### src/rtl/encrypter_in.sv
// Encryption front end: serialises received bytes LSB-first into (n_len-1)-bit packs for FastModExp.
// Optional macro IDLE_TIMEOUT_EN adds an automatic message end after TIMEOUT_CYCLES idle cycles.
module encrypter_in #(
   parameter int TIMEOUT_CYCLES = 100000000
) (
   input  logic        clk,
   input  logic        rst,
   input  logic        start,
   input  logic [31:0] n_key,
   input  logic        rx_done_tick,
   input  logic [7:0]  rx_data,
   input  logic        msg_end,
   input  logic        fme_ready,
   output logic        word_valid,
   output logic [31:0] word_out,
   output logic        last_word_tick,
   output logic        overrun,
   output logic        key_err,
   output logic        done_tick
);
   typedef enum logic [2:0] {
      S_IDLE, S_SIZING, S_COLLECT, S_SHIFT, S_EMIT, S_FLUSH
   } state_t;

   state_t      state_q, state_d;
   logic [31:0] key_buf_q, key_buf_d;
   logic [5:0]  n_len_q, n_len_d;
   logic [31:0] pack_q, pack_d;
   logic [5:0]  pack_cnt_q, pack_cnt_d;
   logic [7:0]  byte_buf_q, byte_buf_d;
   logic [3:0]  bit_cnt_q, bit_cnt_d;
   logic        byte_full_q, byte_full_d;
   logic        end_pending_q, end_pending_d;
   logic        overrun_q, overrun_d;
   logic        word_valid_q, word_valid_d;
   logic [31:0] word_out_q, word_out_d;
   logic        last_q, last_d;
   logic        key_err_q, key_err_d;
   logic        done_q, done_d;
   logic        capture_en;
   logic        tmo_hit;

   assign capture_en = (state_q != S_IDLE) && (state_q != S_SIZING);

`ifdef IDLE_TIMEOUT_EN
   localparam logic [26:0] TMO_LIMIT = 27'(TIMEOUT_CYCLES);
   logic [26:0] tmo_cnt_q;
   logic        got_byte_q;

   // Counts only while waiting on the next byte once the message has started flowing.
   always_ff @(posedge clk) begin
      if (rst) begin
         tmo_cnt_q  <= '0;
         got_byte_q <= 1'b0;
      end else if (state_q == S_IDLE && start) begin
         tmo_cnt_q  <= '0;
         got_byte_q <= 1'b0;
      end else if (capture_en && rx_done_tick) begin
         tmo_cnt_q  <= '0;
         got_byte_q <= 1'b1;
      end else if (state_q == S_COLLECT && !byte_full_q && got_byte_q && !tmo_hit) begin
         tmo_cnt_q  <= tmo_cnt_q + 27'd1;
      end
   end

   assign tmo_hit = got_byte_q && (tmo_cnt_q == TMO_LIMIT);
`else
   logic unused_tmo;
   assign unused_tmo = ^TIMEOUT_CYCLES;
   assign tmo_hit    = 1'b0;
`endif

   always_ff @(posedge clk) begin
      if (rst) begin
         state_q       <= S_IDLE;
         key_buf_q     <= '0;
         n_len_q       <= '0;
         pack_q        <= '0;
         pack_cnt_q    <= '0;
         byte_buf_q    <= '0;
         bit_cnt_q     <= '0;
         byte_full_q   <= 1'b0;
         end_pending_q <= 1'b0;
         overrun_q     <= 1'b0;
         word_valid_q  <= 1'b0;
         word_out_q    <= '0;
         last_q        <= 1'b0;
         key_err_q     <= 1'b0;
         done_q        <= 1'b0;
      end else begin
         state_q       <= state_d;
         key_buf_q     <= key_buf_d;
         n_len_q       <= n_len_d;
         pack_q        <= pack_d;
         pack_cnt_q    <= pack_cnt_d;
         byte_buf_q    <= byte_buf_d;
         bit_cnt_q     <= bit_cnt_d;
         byte_full_q   <= byte_full_d;
         end_pending_q <= end_pending_d;
         overrun_q     <= overrun_d;
         word_valid_q  <= word_valid_d;
         word_out_q    <= word_out_d;
         last_q        <= last_d;
         key_err_q     <= key_err_d;
         done_q        <= done_d;
      end
   end

   always_comb begin
      state_d       = state_q;
      key_buf_d     = key_buf_q;
      n_len_d       = n_len_q;
      pack_d        = pack_q;
      pack_cnt_d    = pack_cnt_q;
      byte_buf_d    = byte_buf_q;
      bit_cnt_d     = bit_cnt_q;
      byte_full_d   = byte_full_q;
      end_pending_d = end_pending_q;
      overrun_d     = overrun_q;
      word_valid_d  = 1'b0;
      word_out_d    = word_out_q;
      last_d        = 1'b0;
      key_err_d     = 1'b0;
      done_d        = 1'b0;

      // Single-byte buffer; a byte landing on a full buffer is lost.
      if (capture_en && rx_done_tick) begin
         if (byte_full_q) begin
            overrun_d = 1'b1;
         end else begin
            byte_buf_d  = rx_data;
            byte_full_d = 1'b1;
         end
      end
      if (state_q != S_IDLE && (msg_end || tmo_hit)) end_pending_d = 1'b1;

      case (state_q)
         S_IDLE: begin
            key_buf_d = n_key;
            n_len_d   = '0;
            if (start) begin
               state_d       = S_SIZING;
               overrun_d     = 1'b0;
               end_pending_d = 1'b0;
               pack_d        = '0;
               pack_cnt_d    = '0;
               // Drop any byte left over from a previous message.
               byte_full_d   = 1'b0;
               bit_cnt_d     = '0;
            end
         end
         S_SIZING: begin
            if (key_buf_q != 32'd0) begin
               n_len_d   = n_len_q + 6'd1;
               key_buf_d = key_buf_q >> 1;
            end else if (n_len_q < 6'd2) begin
               key_err_d = 1'b1;
               state_d   = S_IDLE;
            end else begin
               state_d   = S_COLLECT;
            end
         end
         S_COLLECT: begin
            if (byte_full_q) begin
               state_d   = S_SHIFT;
               bit_cnt_d = '0;
            end else if (end_pending_q) begin
               state_d   = S_FLUSH;
            end
         end
         S_SHIFT: begin
            pack_d[pack_cnt_q[4:0]] = byte_buf_q[0];
            byte_buf_d = byte_buf_q >> 1;
            pack_cnt_d = pack_cnt_q + 6'd1;
            bit_cnt_d  = bit_cnt_q + 4'd1;
            if (pack_cnt_q == n_len_q - 6'd2) begin
               state_d = S_EMIT;
            end else if (bit_cnt_q == 4'd7) begin
               byte_full_d = 1'b0;
               state_d     = S_COLLECT;
            end
         end
         S_EMIT: begin
            if (fme_ready) begin
               word_out_d   = pack_q;
               word_valid_d = 1'b1;
               pack_d       = '0;
               pack_cnt_d   = '0;
               // bit_cnt==8 means the pack closed on the byte's last bit.
               if (bit_cnt_q == 4'd8) begin
                  byte_full_d = 1'b0;
                  state_d     = S_COLLECT;
               end else begin
                  state_d     = S_SHIFT;
               end
            end
         end
         S_FLUSH: begin
            if (fme_ready) begin
               word_out_d   = pack_q;
               word_valid_d = 1'b1;
               last_d       = 1'b1;
               done_d       = 1'b1;
               state_d      = S_IDLE;
            end
         end
         default: state_d = S_IDLE;
      endcase
   end

   assign word_valid     = word_valid_q;
   assign word_out       = word_out_q;
   assign last_word_tick = last_q;
   assign overrun        = overrun_q;
   assign key_err        = key_err_q;
   assign done_tick      = done_q;
endmodule

### config.mk
export PLATFORM = sky130hd
export DESIGN_NAME = encrypter_in
export DESIGN_NICKNAME = d
export VERILOG_FILES = /design/src/rtl/encrypter_in.sv
export SDC_FILE = /design/constraint.sdc
export NUM_CORES = 1
export LEC_CHECK = 0
export CAP_MARGIN = 20
export CORE_MARGIN = 8
export CORE_UTILIZATION = 30
export DETAILED_ROUTE_END_ITERATION = 10
export PLACE_DENSITY = 0.47
export SYNTH_ARGS = -nofsm -noshare
export SYNTH_HDL_FRONTEND = slang
export SYNTH_SLANG_ARGS = --single-unit
### constraint.sdc
create_clock -name clk -period 4.45 [get_ports clk]
set_clock_uncertainty 0.1 [all_clocks]
set_input_delay 0.445 -clock clk [delete_from_list [all_inputs] [get_ports clk]]
set_output_delay 0.445 -clock clk [all_outputs]
set_load 0.05 [all_outputs]
==> key figures <==
Setup path
  – Required time worst endpoint: 4.64 ns
  – Critical Path AT: 3.00 ns
  – Slowest stage delay, CP: 0.85 ns
  – Crit-path max FO: 20
  – Crit end category: flip-flop
  – Critical path class: flip-flop to flip-flop
  – Worst reg2reg path startpoint: state_q[1]
  – Critical path cell sequence: nand3b_1 > o31ai_4 > and2_1 > nand2_1 > mux2i_1 > nor2_1
  – FF-to-FF path depth: 6
  – Critical path's top delay family: simple AND/OR/NAND/NOR gates
  – Register-to-register setup slack: 1.64 ns
  – Worst setup SP type: flip-flop
  – CP Buf/Inv Count: 0
  – Slowest CP cell: dfxtp_1
  – FF-to-FF End: pack_q[3]

Synthesis
  – Post-synthesis mux area share: 12.2%
  – Syn. warnings: 0
  – Synth cell types: 48
  – Largest cells by area after synthesis: dfxtp_1 45%, mux2i_1 12%, nand2_1 7.1%, nor2_1 6.2%, a211oi_1 5.2%
  – Area leader, netlist: dfxtp_1
  – XOR/XNOR share of the synthesized area: 2.60%
  – Post-Syn Instances: 659
  – Most frequent cell after synthesis: dfxtp_1
  – Post-synth EDFFs: 0
  – Avg Inst Size Synth: 8.68 um2
  – Mapped Area: 5720 um2
  – Syn nets: 714
  – Flops & latches, synth: 129
  – Compound-Gate Fraction of Synth Area: 12.6%
  – Ys flop type: dfxtp_1
  – Synth Area in Adders: 1.97%
  – Fraction of the mapped netlist area in simple logic gates: 20.7%
  – Combinational family with the most area after synthesis: simple AND/OR/NAND/NOR gates
  – Post-synth ARST share: 0%
  – Seq/Total Area, Yosys: 45.1%
  – Synth cell count leaders: 129 x dfxtp_1, 108 x nand2_1, 95 x nor2_1
  – Area share of the largest cell type after synthesis: 45.1%

Timing
  – RSZ-0062 raised after global routing: false
  – Final hold violation count: 0
  – Max_slew headroom: 37.1%
  – Max Clk Rate: 356 MHz
  – Period minus WS final: 2.81 ns
  – Setup TNS: 0 ns
  – Crit share post-route: 63.2%
  – Final hold slack: 0.352 ns
  – Final Slew Violations: 0
  – Final Setup Violations: 0
  – Tightest Pin Transition: 0.943 ns

Cells and area
  – Fin nets: 769
  – Area Growth Syn to Fin: 28.1%
  – Share of layout cells above drive strength 1: 6.05%
  – Filler cells: 1,861
  – N_diodes: 0
  – Fin util: 39.2%

Die
  – Die area: 23,800 um2
  – # IOs: 83
  – Chip height: 154 um
  – Die X: 154 um
  – Number of placement rows: 50
  – Starting utilization of the core area: 30.6%
  – CORE AREA: 18,700 um2

Run status
  – Status: complete, no violations

Power
  – Maximum VDD drop: 0.000272 V
  – PD cells: 555 nW/um2
  – LEAKAGE: 2.78 nW

Routing
  – Pre-antenna DRT Iters: 4
  – Drt total wl: 13.8 mm
  – Initial DRC count: 196
  – Wirelength per Cell: 14.3 um
  – DRC: 0
  – Total number of vias: 4,610
  – DRT antenna net count: 0
  – Via-per-instance ratio: 4.80

CTS
  – Clock tree buffer depth: 2
  – Post-CTS Setup Repair Bufs: 0
  – Num CTS Buffers: 17
  – PostCTS Resize Cnt: 0
  – Clock root cell: clkbuf_16
  – Clock slew at reported path FFs: 0.06 ns
  – H-Tree Depth: 4
  – CTS tree: done
  – Clk sinks: 129
  – Hold Buf Count CTS: 0
  – Worst-Skew Late Latency: 0.41 ns

Worst hold path
  – Hold Crit Start: word_out[24]
  – Worst Hold Path EP: word_out[24]
  – Worst Hold Path Cells: 2
  – Hold Crit Class: flip-flop to flip-flop

Global routing
  – Pin count of the biggest net entering global routing: 91
  – Vias in the first global route: 4,587
  – All-Layer GR Usage: 11.8%
  – First-pass GRT wire length: 23.0 mm
  – Grt ovf: 0
  – Antenna violations before repair: 0

Placed design
  – RePlAce Congestion: 0.739
  – Port buffer count: 82
  – DP Wirelength: 9.51 mm

Flow run
  – Max_cap viols: 0
placed cells by master, fill, tap and decap left out, drive strengths merged, types with 24 or more instances in the layout:
cell type,instances
nand2,108
a211oi,40
a21oi,44
mux2i,70
nor2,95
clkbuf,24
dfxtp,129
clkdlybuf4s50,81
routing by layer:
layer / vias up / global-route usage (%) / wire length, um
met5: - / 0 / 0
met3: 9 / 3.36 / 546
met4: 0 / 4.53 / 152
li1: 2389 / - / -
met2: 73 / 19.0 / 6480
met1: 2139 / 14.8 / 6610
how the worst max path moves through the flow:
stage	startpoint	end	slack, ns	depth (start not counted)
6_report	state_q[1]	pack_q[3]	1.64	6
5_1_grt	state_q[1]	pack_q[15]	1.42	6
4_1_cts	state_q[1]	pack_q[15]	1.63	6
3_5_place_dp	state_q[1]	pack_q[11]	1.64	6
3_3_place_gp	state_q[1]	pack_q[0]	1.72	6
2_1_floorplan	n_len_q[1]	byte_full_q	2.53	8
worst register-to-register path, delay by kind of cell (launching register included):
kind,cells,cell delay (ns)
compound gates,1,0.30
flops,1,0.85
mux,1,0.19
simple gates,4,1.26
metrics by stage:
step | cells | area [um2] | setup WS (ns) | total power [mW]
2_1_floorplan | 659 | 5720 | 2.53 | 2.36
3_3_place_gp | 927 | 6640 | 1.72 | 2.55
3_5_place_dp | 928 | 6660 | 1.64 | 2.59
4_1_cts | 960 | 7300 | 1.63 | 4.11
5_1_grt | 961 | 7330 | 1.42 | 4.33
6_report | 961 | 7330 | 1.64 | 4.07
sequential cells by signal, summed over array words and instances (netlist names), 3 cells and up:
register and flops:
byte_buf_q 8, bit_cnt_q 4, key_buf_q 32, word_out 32
pack_cnt_q 6, pack_q 32, state_q 3, n_len_q 6
area by class of cell:
cell class / instances / area, um2 / share of cell area (%)
multi-input combinational: 470 / 2880 / 39.3
inverter: 7 / 26.3 / 0.358
tap: 234 / 293 / 3.99
sequential: 129 / 2580 / 35.2
timing repair buffer: 89 / 908 / 12.4
clock buffer: 24 / 492 / 6.71
clock inverter: 8 / 149 / 2.03
cells by family (layout without fill, tap and decap cells):
logic type | after synthesis | in the layout
AND/OR/NAND/NOR | 264 | 264
flip-flops | 129 | 129
AO/OA/AOI/OAI | 110 | 110
multiplexers | 70 | 70
buffers and inverters | 60 | 128
XOR/XNOR | 17 | 17
adder cells (fa/ha/maj) | 9 | 9
power breakdown:
| group | switching [mW] | internal, mW | total, mW |
|---|---|---|---|
| Combinational | 0.590 | 0.464 | 1.05 |
| Sequential | 0.193 | 1.33 | 1.52 |
| Clock | 0.500 | 0.999 | 1.50 |
(Power assumes the default switching activity.)
